<file path="src/rtl/rom_loader.sv">
// Boot-image loader: parses framed byte stream (SYNC, addr, count, words, checksum),
// writes 16-bit words to the instruction ROM and releases the core on a good checksum.
module rom_loader #(
  parameter logic [7:0]  SYNC_BYTE   = 8'hA5,
  parameter int unsigned TIMEOUT_CYC = 65535
) (
  input  logic        clk,
  input  logic        reset_n,
  input  logic        in_valid,
  input  logic [7:0]  in_data,
  output logic        in_ready,
  input  logic        clear,
  output logic        rom_wen,
  output logic [15:0] rom_addr,
  output logic [15:0] rom_data,
  output logic        core_run,
  output logic        busy,
  output logic        done,
  output logic        error,
  output logic [15:0] words_loaded,
  output logic [2:0]  dbg_state
);

  typedef enum logic [2:0] {
    S_IDLE = 3'd0,
    S_HDR  = 3'd1,
    S_DATA = 3'd2,
    S_CSUM = 3'd3,
    S_DONE = 3'd4,
    S_ERR  = 3'd5
  } state_t;

  state_t      state_q;
  logic [1:0]  idx_q;
  logic [7:0]  hi_q;
  logic [15:0] cur_addr_q;
  logic [15:0] remain_q;
  logic [15:0] acc_q;
  logic [15:0] tmo_q;
  logic        rom_wen_q;
  logic [15:0] rom_addr_q;
  logic [15:0] rom_data_q;
  logic        core_run_q;
  logic        done_q;
  logic        error_q;
  logic [15:0] words_q;

  // Valid/ready: a byte moves only on a cycle where in_valid and in_ready are both high;
  // in_ready is low solely in DONE/ERR, so clear always wins over a pending byte there.
  logic        xfer;
  logic [15:0] word_d;
  logic        tmo_hit;

  assign in_ready = (state_q != S_DONE) && (state_q != S_ERR);
  assign xfer     = in_valid && in_ready;
  assign word_d   = {hi_q, in_data};
  assign tmo_hit  = ({16'd0, tmo_q} == (TIMEOUT_CYC - 32'd1));

  always_ff @(posedge clk or negedge reset_n) begin
    if (!reset_n) begin
      state_q    <= S_IDLE;
      idx_q      <= 2'd0;
      hi_q       <= 8'd0;
      cur_addr_q <= 16'd0;
      remain_q   <= 16'd0;
      acc_q      <= 16'd0;
      tmo_q      <= 16'd0;
      rom_wen_q  <= 1'b0;
      rom_addr_q <= 16'd0;
      rom_data_q <= 16'd0;
      core_run_q <= 1'b0;
      done_q     <= 1'b0;
      error_q    <= 1'b0;
      words_q    <= 16'd0;
    end else begin
      rom_wen_q <= 1'b0;
      case (state_q)
        S_IDLE: begin
          if (xfer && (in_data == SYNC_BYTE)) begin
            state_q    <= S_HDR;
            core_run_q <= 1'b0;
            words_q    <= 16'd0;
            acc_q      <= 16'd0;
            idx_q      <= 2'd0;
            tmo_q      <= 16'd0;
            done_q     <= 1'b0;
            error_q    <= 1'b0;
          end
        end
        S_HDR, S_DATA, S_CSUM: begin
          if (xfer) begin
            tmo_q <= 16'd0;
            if (state_q == S_HDR) begin
              idx_q <= idx_q + 2'd1;
              case (idx_q)
                2'd0: cur_addr_q[15:8] <= in_data;
                2'd1: cur_addr_q[7:0]  <= in_data;
                2'd2: remain_q[15:8]   <= in_data;
                default: begin
                  remain_q[7:0] <= in_data;
                  idx_q         <= 2'd0;
                  state_q       <= ({remain_q[15:8], in_data} == 16'd0) ? S_CSUM : S_DATA;
                end
              endcase
            end else if (state_q == S_DATA) begin
              if (!idx_q[0]) begin
                hi_q  <= in_data;
                idx_q <= 2'd1;
              end else begin
                idx_q      <= 2'd0;
                rom_wen_q  <= 1'b1;
                rom_addr_q <= cur_addr_q;
                rom_data_q <= word_d;
                acc_q      <= acc_q + word_d;
                words_q    <= words_q + 16'd1;
                cur_addr_q <= cur_addr_q + 16'd1;
                remain_q   <= remain_q - 16'd1;
                if (remain_q == 16'd1) state_q <= S_CSUM;
              end
            end else begin
              if (!idx_q[0]) begin
                hi_q  <= in_data;
                idx_q <= 2'd1;
              end else begin
                idx_q <= 2'd0;
                if (word_d == acc_q) begin
                  state_q    <= S_DONE;
                  done_q     <= 1'b1;
                  core_run_q <= 1'b1;
                end else begin
                  state_q <= S_ERR;
                  error_q <= 1'b1;
                end
              end
            end
          end else if (tmo_hit) begin
            // Stalled link: abandon the frame; any write already strobed still lands.
            state_q <= S_ERR;
            error_q <= 1'b1;
            tmo_q   <= 16'd0;
            idx_q   <= 2'd0;
          end else begin
            tmo_q <= tmo_q + 16'd1;
          end
        end
        S_DONE, S_ERR: begin
          if (clear) begin
            state_q <= S_IDLE;
            done_q  <= 1'b0;
            error_q <= 1'b0;
          end
        end
        default: state_q <= S_IDLE;
      endcase
    end
  end

  assign rom_wen      = rom_wen_q;
  assign rom_addr     = rom_addr_q;
  assign rom_data     = rom_data_q;
  assign core_run     = core_run_q;
  assign busy         = (state_q == S_HDR) || (state_q == S_DATA) || (state_q == S_CSUM);
  assign done         = done_q;
  assign error        = error_q;
  assign words_loaded = words_q;
  assign dbg_state    = state_q;

endmodule

</file>
<file path="config.mk">
export PLATFORM = sky130hd
export DESIGN_NAME = rom_loader
export DESIGN_NICKNAME = d
export VERILOG_FILES = /design/src/rtl/rom_loader.sv
export SDC_FILE = /design/constraint.sdc
export NUM_CORES = 1
export LEC_CHECK = 0
export ABC_AREA = 0
export CORE_ASPECT_RATIO = 1.1
export CORE_MARGIN = 1
export CORE_UTILIZATION = 55
export DETAILED_ROUTE_END_ITERATION = 7
export GPL_ROUTABILITY_DRIVEN = 0
export GPL_TIMING_DRIVEN = 1
export PLACE_DENSITY = 0.77
export REMOVE_ABC_BUFFERS = 1
export SLEW_MARGIN = 30
export SYNTH_ARGS = -nofsm -noshare
export SYNTH_HDL_FRONTEND = slang
export SYNTH_SLANG_ARGS = --single-unit
</file>
<file path="constraint.sdc">
create_clock -name clk -period 4.05 [get_ports clk]
set_input_delay 0.6075 -clock clk [delete_from_list [all_inputs] [get_ports clk]]
set_output_delay 0.6075 -clock clk [all_outputs]
set_load 0.02 [all_outputs]
</file>
### Yosys cells after proc, flatten, opt, wreduce, memory -nomap -nowiden

Cells that the tools add are included.

* add/sub/neg operators: 6
* equality and inequality tests: 33
* mux-type cells: 65
* bitwise logic cells: 2
* reductions and logical operators: 28

Operators by type and width (number)
* 16-bit 2-to-1 mux: 17
* 16-bit one-hot mux with 2 select lines: 3
* 16-bit by 1-bit adder with 16-bit output, second input constant: 3
* 8-bit 2-to-1 mux: 4
* 3-bit 2-to-1 mux: 10
* 5-bit AND reduction: 5
* 1-bit 2-to-1 mux: 21
* 3-bit inequality test, second input constant: 7
* 2-bit inequality test, second input constant: 9
* 16-bit adder: 1
* 16-bit by 1-bit == test with 1-bit output, second input constant: 1
* 16-bit == test: 1
* 16-bit == test, second input constant: 1
* 16-bit logical NOT: 1
* 8-bit AND reduction: 2
* 16-bit by 1-bit subtractor with 16-bit output, second input constant: 1
* 6-bit AND reduction: 2
* 2-bit 2-to-1 mux: 5
* 3-bit one-hot mux with 3 select lines: 1
* 8-bit == test, second input constant: 1
* 4-bit inequality test, second input constant: 2
* 7-bit AND reduction: 1
* 3-bit by 2-bit == test with 1-bit output, second input constant: 2
* 3-bit == test, second input constant: 2
* other kinds (21): 31

* register bits: 129
* input port bits: 12
* output and inout port bits: 57

### Longest topological paths before layout

* depth after elaboration: 7
* depth in mapped cells: 10

### Least setup slack after synthesis

OpenSTA, ideal clock, no wires.

* kind: input port to flip-flop
* from: input port in_data[1]
* to: register words_q[5] (netlist: words_loaded[5])
* setup time: 0.078 ns
* arrival time: 2.299 ns
* data required time: 3.972 ns
* path slack: 1.673 ns
* stages: 7
* path through: nor4_1 -> nand4b_1 -> a21o_1 -> clkbuf_1 -> or3_1 -> or3_1 -> a21oi_1

* cells in the longest elaborated chain, start to end: 4

Ends and longest elaborated chain
* start, declared: line 10 `input logic [7:0] in_data,`
* 8-bit == test: line 79 `if (xfer && (in_data == SYNC_BYTE)) begin`
* 1-bit logical AND: line 79
* 2-bit inequality test (no line)
* 6-bit AND reduction (no line)
* end signal, assigned: line 115 `words_q <= words_q + 16'd1;`
* end, declared: line 46 `logic [15:0] words_q;`

Every way passes these cells.
A chain may end at the register's enable or synchronous reset.

### Worst setup path after layout

* from: input port in_data[1]
* to: register tmo_q[10]

* cells in the longest elaborated chain, start to end: 4

Ends and longest elaborated chain
* 8-bit == test: line 79
* 1-bit logical AND: line 79
* 2-bit inequality test (no line)
* 2-bit AND reduction (no line)
* end signal, assigned: line 143 `tmo_q <= tmo_q + 16'd1;`
* end, declared: line 39 `logic [15:0] tmo_q;`

Every way passes these cells.

==> results.sh <==
export IMPL_diodes=0
export IMPL_power_density_mw_per_mm2=755
export IMPL_synth_top_area_share_pct=46.2
export IMPL_initial_core_util_pct=57.3
export IMPL_rows=42
export IMPL_avgSynthCellArea_um2=8.59
export IMPL_met3WireLength_um=917
export IMPL_fin_skew_ns=0.00553
export IMPL_cts_resized_gates=0
export IMPL_via_count=6229
export IMPL_rr_startpoint="remain_q[8]"
export IMPL_max_vdd_ir_drop_mv=0.432
export IMPL_status="complete, no violations"
export IMPL_ant_nets=0
export IMPL_slew_headroom_pct=43.4
export IMPL_worstSetupPathType="primary input to flop"
export IMPL_cp_start_kind="primary input"
export IMPL_setup_violations=0
export IMPL_synth_area_top_cells="dfrtp_1 46%, nand2_1 7.2%, o21ai_0 5.6%"
export IMPL_yosys_area_share_simple_pct=22.3
export IMPL_critPathMaxStageDelay_ns=0.60
export IMPL_min_delay_path_class="primary input to asynchronous set/reset pin"
export IMPL_holdBufCountCts=0
export IMPL_required_ns=4.33
export IMPL_regToRegSetupSlack_ns=1.41
export IMPL_yosysMostFrequentCell="nand2_1"
export IMPL_cts_root_buffer="clkbuf_16"
export IMPL_grt_pass1_vias=6055
export IMPL_instances_no_fill=1046
export IMPL_met1_length_mm=7.62
export IMPL_synth_seq_cells=129
export IMPL_synth_adder_area_share_pct=4.77
export IMPL_yosysWarnings=0
export IMPL_tightest_slew_ns=0.850
export IMPL_synthCells=813
export IMPL_grt_max_degree=82
export IMPL_coreArea_mm2=0.0122
export IMPL_multiInputGateArea_mm2=0.00355
export IMPL_clock_sinks=129
export IMPL_synth_top_family_by_area="simple AND/OR/NAND/NOR gates"
export IMPL_fin_crit_ns=2.95
export IMPL_synth_xor_area_share_pct=3.39
export IMPL_setup_tns_final_ns=0
export IMPL_total_power_mw=6.38
export IMPL_via_per_inst=5.96
export IMPL_yosys_top_cells_count="134 x nand2_1, 129 x dfrtp_1, 93 x nor2_1, 78 x o21ai_0, 59 x a21oi_1"
export IMPL_fillCellCount=981
export IMPL_cts_path_max_buffers=2
export IMPL_finalWirelength_mm=16.9
export IMPL_arrival_ns=3.23
export IMPL_drv_cap=0
export IMPL_drive_gt1_share_pct=7.62
export IMPL_place_inst=1016
export IMPL_fin_nets=919
export IMPL_path_cells="clkdlybuf4s50_1 -> nor4_1 -> buf_4 -> nand3_1 -> a21o_1 -> nor3_1 -> nand3_1 -> xor2_1 -> nor2_1"
export IMPL_die_y_um=120
export IMPL_first_pass_iters=6
export IMPL_critPathTopFamily="simple AND/OR/NAND/NOR gates"
export IMPL_grt_setup_unrepaired="no"
export IMPL_hpwl_mm=11.6
export IMPL_wl_per_cell_um=16.2
export IMPL_leakage_nw=3.72
export IMPL_portBuffers=68
export IMPL_path_buf_inv=2
export IMPL_synthMuxAreaShare_pct=1.74
export IMPL_reg2reg_depth=7
export IMPL_numCtsBuffers=17
export IMPL_area_delta_synth_final_pct=21.0
export IMPL_synthArstFlopShare_pct=100
export IMPL_slew_viol_final=0
export IMPL_synthFlopType="dfrtp_1"
export IMPL_ios=69
export IMPL_fmax_ghz=0.339
export IMPL_synth_compound_area_share_pct=18.2
export IMPL_yosysTopAreaCell="dfrtp_1"
export IMPL_hold_viol=0
export IMPL_drc=0
export IMPL_track_usage_pct=27.9
export IMPL_wl_met2_mm=7.96
export IMPL_antenna_found_initial=0
export IMPL_synth_distinct_cells=56
export IMPL_critPathMostFrequentCell="nand3_1"
export IMPL_die_area_mm2=0.0132
export IMPL_grt_ovfl_total=0
export IMPL_cp_end_kind="flop"
export IMPL_synth_edf_count=0
export IMPL_r2r_end="dbg_state[0]"
export IMPL_maxUsedRoutingLayer="met4"
export IMPL_insertion_delay_ns=0.42
export IMPL_cts_setup_buffers=0
export IMPL_fin_crit_sh_pct=72.9
export IMPL_crit_slowest_cell="clkdlybuf4s50_1"
export IMPL_htreeDepth=4
export IMPL_synthesis_area_mm2=0.00698
export IMPL_path_clk_slew_ns=0.06
export IMPL_drtIter0Drc=572
export IMPL_cts_tree="yes"
export IMPL_synth_seq_area_share_pct=46.2
export IMPL_cp_max_fo=9
export IMPL_final_seq_area_mm2=0.00323
export IMPL_die_w_um=109
export IMPL_grt_pass1_wl_mm=28.6
worst reg2reg max path: stages (launching register included):
cell and delay (ns):
dfrtp_1 0.43, or4_1 0.58, or2_2 0.34, nor4_2 0.32
a41oi_1 0.20, nor2_1 0.14, o21ai_0 0.19, mux2_2 0.32
area by class of cell:
class / instances / share of cell area [%]
Clock inverter: 6 / 0.948
Inverter: 28 / 1.24
Clock buffer: 24 / 5.82
Timing Repair Buffer: 83 / 9.48
Multi-Input combinational cell: 622 / 42.0
Tap cell: 154 / 2.28
Sequential cell: 129 / 38.2
where the power goes:
group / switching, mW / internal [mW]
logic: 1.59 / 1.13
registers: 0.441 / 1.73
clock network: 0.524 / 0.959
per-layer routing:
metal | up-vias | track usage (%)
met5 | - | 0
met4 | 0 | 12.5
met3 | 33 | 5.12
met2 | 234 | 43.8
met1 | 2959 | 37.5
li1 | 3003 | -
state kept, by name (all words and copies together), names as in the netlist:
signal,flops
acc_q,16
core_run,1
cur_addr_q,16
dbg_state,3
done,1
error,1
hi_q,8
idx_q,2
remain_q,16
rom_addr,16
rom_data,16
rom_wen,1
tmo_q,16
words_loaded,16
cell usage in the layout (no fill, tap or decap), types with 17 or more instances in the layout:
cell type,count
a21oi_1,59
clkdlybuf4s50_1,67
inv_1,27
clkbuf_16,17
o21ai_0,78
xnor2_1,19
nor2_1,91
nor3_1,23
ha_1,25
nand2_1,134
nand3_1,26
dfrtp_1,129
cells by family (layout without fill, tap and decap cells):
kind of cell,Yosys count,after routing
flops,129,129
mux,11,11
fa+ha+maj,26,26
compound gates,214,214
simple gates,344,344
xor+xnor,27,27
buf+inv,62,141
worst max path at each step:
stage                 start         to  slack (ns)  cells past startpoint
2_1_floorplan  dbg_state[1]  acc_q[13]        0.86                      7
3_3_place_gp     in_data[1]  tmo_q[14]        0.81                      9
3_5_place_dp     in_data[1]  tmo_q[14]        0.73                      9
4_1_cts          in_data[1]  tmo_q[10]        1.13                      9
5_1_grt          in_data[1]  tmo_q[10]        0.95                      9
6_report         in_data[1]  tmo_q[10]        1.10                      9
through the flow:
stage | util, % | cell area (µm²) | hold slack [ns] | worst slack [ns]
floorplan | - | 6860 | 0.312 | 0.857
global placement | 64.4 | 7850 | 0.457 | 0.810
detailed placement | 64.5 | 7860 | 0.463 | 0.725
CTS | 69.2 | 8430 | 0.238 | 1.13
global route | 69.3 | 8450 | 0.266 | 0.954
finish | 69.3 | 8450 | 0.213 | 1.10
Note: power is estimated with default switching activity, not from simulation.
